<file path="config.mk">
export PLATFORM = sky130hd
export DESIGN_NAME = uart_tx_arbiter
export DESIGN_NICKNAME = d
export VERILOG_FILES = /design/src/rtl/uart_pkg.sv /design/src/rtl/uart_tx_arbiter_rr_pick.sv /design/src/rtl/uart_tx_arbiter.sv
export SDC_FILE = /design/constraint.sdc
export NUM_CORES = 1
export LEC_CHECK = 0
export BUFFER_PORTS_ARGS = -buffer_cell sky130_fd_sc_hd__buf_2
export CAP_MARGIN = 40
export CORE_ASPECT_RATIO = 1.5
export CORE_MARGIN = 2
export CORE_UTILIZATION = 35
export DETAILED_ROUTE_END_ITERATION = 6
export GPL_TIMING_DRIVEN = 0
export PLACE_DENSITY = 0.58
export SLEW_MARGIN = 15
export SYNTH_ARGS = -nofsm -noshare
export SYNTH_HDL_FRONTEND = slang
export SYNTH_SLANG_ARGS = --single-unit
</file>
<file path="constraint.sdc">
create_clock -name i_Clk -period 4.4 [get_ports i_Clk]
set_input_delay 0.88 -clock i_Clk [delete_from_list [all_inputs] [get_ports i_Clk]]
set_output_delay 0.88 -clock i_Clk [all_outputs]
set_load 0.005 [all_outputs]
</file>
<file path="src/rtl/uart_pkg.sv">
// Shared definitions for the uart_tx / uart_rx family and the byte arbiters
// that sit in front of the serializer.
package uart_pkg;

  localparam int BAUD_RATE = 115200;
  localparam int CLK_HZ    = 50_000_000;

  typedef enum logic [1:0] {
    ST_IDLE   = 2'd0,
    ST_ACCEPT = 2'd1,
    ST_START  = 2'd2,
    ST_WAIT   = 2'd3
  } arb_state_t;

  // Bits needed to hold values 0..value-1.
  function automatic int clog2(input int value);
    int result;
    int v;
    result = 0;
    v = value - 1;
    while (v > 0) begin
      result++;
      v = v >> 1;
    end
    return result;
  endfunction

endpackage

</file>
<file path="src/rtl/uart_tx_arbiter_rr_pick.sv">
// Combinational round-robin picker: first set request strictly after ptr,
// wrapping modulo N_REQ, returned as one-hot grant plus index.
module rr_pick
  import uart_pkg::*;
#(
  parameter int N_REQ = 4,
  parameter int PTR_W = clog2(N_REQ)
) (
  input  logic [N_REQ-1:0] req,
  input  logic [PTR_W-1:0] ptr,
  output logic [N_REQ-1:0] grant,
  output logic [PTR_W-1:0] idx,
  output logic             any
);

  logic [PTR_W-1:0] cand_idx [N_REQ];

  // cand_idx[k] is the requester examined at scan position k (ptr+1+k mod N).
  genvar gi;
  generate
    for (gi = 0; gi < N_REQ; gi++) begin : g_cand
      assign cand_idx[gi] = ((int'(ptr) + gi + 1) >= N_REQ)
                            ? PTR_W'(int'(ptr) + gi + 1 - N_REQ)
                            : PTR_W'(int'(ptr) + gi + 1);
    end
  endgenerate

  always_comb begin
    grant = '0;
    idx   = '0;
    any   = 1'b0;
    for (int k = 0; k < N_REQ; k++) begin
      if (!any && req[cand_idx[k]]) begin
        any                 = 1'b1;
        idx                 = cand_idx[k];
        grant[cand_idx[k]]  = 1'b1;
      end
    end
  end

endmodule

</file>
<file path="src/rtl/uart_tx_arbiter.sv">
// Shares one uart_tx serializer between N_REQ byte streams, granting a whole
// packet at a time in round-robin order.
module uart_tx_arbiter
  import uart_pkg::*;
#(
  parameter int N_REQ        = 4,
  parameter int MAX_BURST    = 16,
  parameter int IDLE_TIMEOUT = 1024
) (
  input  logic                 i_Clk,
  input  logic                 i_reset,
  input  logic [N_REQ-1:0]     i_req_valid,
  input  logic [8*N_REQ-1:0]   i_req_data,
  input  logic [N_REQ-1:0]     i_req_last,
  output logic [N_REQ-1:0]     o_req_ready,
  output logic [N_REQ-1:0]     o_grant,
  output logic                 o_tx_start,
  output logic [7:0]           o_tx_data,
  input  logic                 i_tx_done,
  output logic                 o_busy
);

  localparam int PTR_W   = clog2(N_REQ);
  localparam int BURST_W = clog2(MAX_BURST + 1);
  localparam int TO_W    = clog2(IDLE_TIMEOUT);
  localparam logic [BURST_W-1:0] BURST_MAX = BURST_W'(MAX_BURST);
  localparam logic [TO_W-1:0]    TO_LAST   = TO_W'(IDLE_TIMEOUT - 1);

  arb_state_t         state_reg, state_next;
  logic [N_REQ-1:0]   grant_reg, grant_next;
  logic [PTR_W-1:0]   gidx_reg, gidx_next;
  logic [PTR_W-1:0]   ptr_reg, ptr_next;
  logic [BURST_W-1:0] burst_reg, burst_next;
  logic [TO_W-1:0]    to_reg, to_next;
  logic [7:0]         data_reg, data_next;
  logic               last_reg, last_next;

  logic [N_REQ-1:0]   pick_grant;
  logic [PTR_W-1:0]   pick_idx;
  logic               pick_any;
  logic [N_REQ-1:0]   ready_mask;
  logic               handshake;
  logic [7:0]         req_bytes [N_REQ];

  genvar gi;
  generate
    for (gi = 0; gi < N_REQ; gi++) begin : g_bytes
      assign req_bytes[gi] = i_req_data[8*gi +: 8];
    end
  endgenerate

  rr_pick #(.N_REQ(N_REQ), .PTR_W(PTR_W)) u_pick (
    .req   (i_req_valid),
    .ptr   (ptr_reg),
    .grant (pick_grant),
    .idx   (pick_idx),
    .any   (pick_any)
  );

  assign ready_mask = (state_reg == ST_ACCEPT) ? (grant_reg & i_req_valid) : '0;
  assign handshake  = |ready_mask;

  always_ff @(posedge i_Clk or posedge i_reset) begin
    if (i_reset) begin
      state_reg <= ST_IDLE;
      grant_reg <= '0;
      gidx_reg  <= '0;
      ptr_reg   <= PTR_W'(N_REQ - 1);
      burst_reg <= '0;
      to_reg    <= '0;
      data_reg  <= 8'h00;
      last_reg  <= 1'b0;
    end else begin
      state_reg <= state_next;
      grant_reg <= grant_next;
      gidx_reg  <= gidx_next;
      ptr_reg   <= ptr_next;
      burst_reg <= burst_next;
      to_reg    <= to_next;
      data_reg  <= data_next;
      last_reg  <= last_next;
    end
  end

  always_comb begin
    state_next = state_reg;
    grant_next = grant_reg;
    gidx_next  = gidx_reg;
    ptr_next   = ptr_reg;
    burst_next = burst_reg;
    to_next    = to_reg;
    data_next  = data_reg;
    last_next  = last_reg;
    case (state_reg)
      ST_IDLE: begin
        if (pick_any) begin
          grant_next = pick_grant;
          gidx_next  = pick_idx;
          burst_next = '0;
          to_next    = '0;
          state_next = ST_ACCEPT;
        end
      end
      ST_ACCEPT: begin
        if (handshake) begin
          data_next  = req_bytes[gidx_reg];
          last_next  = i_req_last[gidx_reg];
          if (burst_reg != BURST_MAX) burst_next = burst_reg + 1'b1;
          state_next = ST_START;
        end else if (to_reg == TO_LAST) begin
          grant_next = '0;
          ptr_next   = gidx_reg;
          state_next = ST_IDLE;
        end else begin
          to_next = to_reg + 1'b1;
        end
      end
      ST_START: state_next = ST_WAIT;
      ST_WAIT: begin
        // One release covers both the last flag and the burst cap together.
        if (i_tx_done) begin
          if (last_reg || (burst_reg == BURST_MAX)) begin
            grant_next = '0;
            ptr_next   = gidx_reg;
            state_next = ST_IDLE;
          end else begin
            to_next    = '0;
            state_next = ST_ACCEPT;
          end
        end
      end
      default: state_next = ST_IDLE;
    endcase
  end

  assign o_req_ready = ready_mask;
  assign o_grant     = grant_reg;
  assign o_tx_start  = (state_reg == ST_START);
  assign o_tx_data   = data_reg;
  assign o_busy      = (state_reg != ST_IDLE);

endmodule

</file>
==> impl_metrics.yaml <==
synth:
  syn_inst: 245
  yosys.area.top_type_share_pct: 30.83
  async_flop_share_pct: 100.0
  synth_edf_count: 0
  ys_ff_latch: 34
  yosys_most_used_dff: "dfrtp_1"
  syn-cell-area_um2: 2597
  yosysWarnings: 0
  synth.avg_cell_area_um2: 10.60
  ys_top_cells_by_area: "dfrtp_1 (31%), mux4_2 (8.7%), mux2_2 (6.9%)"
  synth_cell_types: 58
  synth_nets: 299
  seq_area_frac_synth_pct: 32.85
  synth_top_area_cell: "dfrtp_1"
min_path:
  hold_class: "reg -> reg"
  min_from: "o_tx_data[4]"
timing:
  min_period_ps: 2981
  max_freq_mhz: 335.4
  final.setup.tns_ps: 0
  finalMaxSlewViolations: 0
  finalHoldViolCount: 0
  min_period_over_period_pct: 67.76
  setup_violations: 0
  worstMarginPinSlew_ps: 776.0
  finClkSkew_ps: 11.47
  rsz0062_at_grt: "no"
  slew_headroom_pct: 48.26
setup_path:
  arrival_ps: 3150
  cp_data_required_time_ps: 4570
  cp-startpoint: "ptr_reg[0]"
  endpoint_kind: "flop"
  critPathLaunchType: "flop"
  crit_type: "reg -> reg"
  crit_fanout: 10
  worstReg2RegStart: "ptr_reg[0]"
floorplan:
  die_h_um: 109.5
  dieArea_um2: 8141
  core_area_um2: 7227
  row_count: 38
  start_util_pct: 35.94
  die_x_um: 74.34
  io_pins: 61
drt:
  drc: 0
  first_iter_violations: 90
  ant_nets: 0
  drt-total-wl_um: 6543
  wl_per_cell_um: 15.92
  drtPass1Iterations: 4
  via_per_inst: 5.394
  vias: 2217
power_and_ir_drop:
  max-vdd-ir-drop_mv: 0.3897
  power.density_nw_per_um2: 637.7
  p_leak_nw: 1.408
cells_and_area:
  final_common_cell: "buf_2"
  fin_nets: 364
  diodes: 0
  area_growth_pct: 19.51
  layout_common_cells: "buf_2 (63), dfrtp_1 (32), nand2_1 (16), mux2_2 (16), ha_1 (11)"
  largest_register_ff_count: 10
  drive_above_1_share_pct: 38.26
  final_core_util_pct: 42.95
clock_tree:
  cts-htree-levels: 2
  cts_sinks: 34
  cts_buffer_depth: 2
  clock_latency_ps: 290
  postCtsSetupRepairBufs: 0
  cts_resized: 0
  cts.reportedPaths.clkPinSlew_ps: 70
  cts-root-buf: "clkbuf_8"
  hold_buffers: 0
  cts_tree: "built"
  cts_buffers: 5
global_route:
  grt_overflow: 0
  antenna_found_initial: 0
  grt_pass1_wl_um: 10120
  grt_max_degree: 35
  grt_pass1_vias: 2122
  groute.usage.overall_pct: 16.04
run:
  cap_violations: 0
run_status:
  status: "finished clean"
placement:
  gp_congestion: 0.8350
  dp_hpwl_um: 4999
  io_buffer_count: 58
-- cell families (layout without fill, tap and decap cells) --
| family | Yosys count | count (layout) | share of synthesized area, % |
|---|---|---|---|
| buffers and inverters | 22 | 88 | 3.997 |
| flip-flops | 34 | 34 | 32.85 |
| AND/OR/NAND/NOR | 78 | 78 | 17.92 |
| adder cells (fa/ha/maj) | 11 | 11 | 5.299 |
| AO/OA/AOI/OAI | 66 | 66 | 20.52 |
| multiplexers | 33 | 33 | 19.08 |
| XOR/XNOR | 1 | 1 | 0.3372 |
-- worst paths after layout --
check / to / slack [ps] / depth (start not counted)
max: gidx_reg[0] / 1420 / 9
min: o_tx_data[4] / 510 / 1
max reg2reg: gidx_reg[0] / 1420 / 9
min reg2reg: o_tx_data[4] / 510 / 1
max in group asynchronous: burst_reg[2] / 3200 / 2
min in group asynchronous: o_tx_data[3] / 720 / 2
-- cell usage after synthesis, drive strengths merged, types with 5 or more instances --
cell type,count
nand2,16
nand2b,8
ha,11
buf,8
dfrtp,32
mux2,20
nand3,8
a22o,6
and3,7
a21oi,12
mux4,10
o211ai,6
inv,10
o21ai,6
nor2b,5
nor2,10
o22a,5
o31ai,5
a21o,5
-- per-stage QoR --
stage | cells | instance area, um2 | hold slack (ps) | power (W) | setup slack, ps
floorplan | 245 | 2597 | 493.0 | 0.001435 | 1696
global placement | 403 | 3013 | 485.8 | 0.001724 | 1412
detailed placement | 403 | 3013 | 494.8 | 0.001748 | 1428
CTS | 411 | 3104 | 509.6 | 0.001995 | 1402
global route | 411 | 3104 | 524.7 | 0.002134 | 1246
finish | 411 | 3104 | 505.4 | 0.001980 | 1419
-- per-layer routing --
layer  GRT usage (%)  up-vias  wire (um)
met5               0        -          0
li1                -     1075          -
met2           29.02       36       3540
met4           4.719        0         98
met3           2.108        9        175
met1           19.52     1097       2728
-- worst max-delay path, cell delays in order, from the launching register on --
cell	delay, ps
dfstp_2	590
buf_6	150
buf_6	150
inv_2	80
ha_1	280
nor2_1	430
nand3_1	240
a211oi_4	480
nor3_4	140
mux2_4	320
-- power by group --
group          switching (W)  leakage (nW)  internal [W]
clock               0.000114        0.0482      0.000126
combinational       0.000631         0.928      0.000578
sequential         0.0000991         0.432      0.000431
-- cell type report --
type / instances / area [um2]
plain buffers: 12 / 66.31
fillers: 736 / 4123
repair buffers: 58 / 290.3
flip-flops and latches: 34 / 853.3
well taps: 100 / 125.1
clock buffers: 7 / 86.33
inverters: 10 / 37.54
multi-input cells: 189 / 1640
clock inverters: 1 / 5.005
No activity file was read; power rests on OpenSTA's default activity.
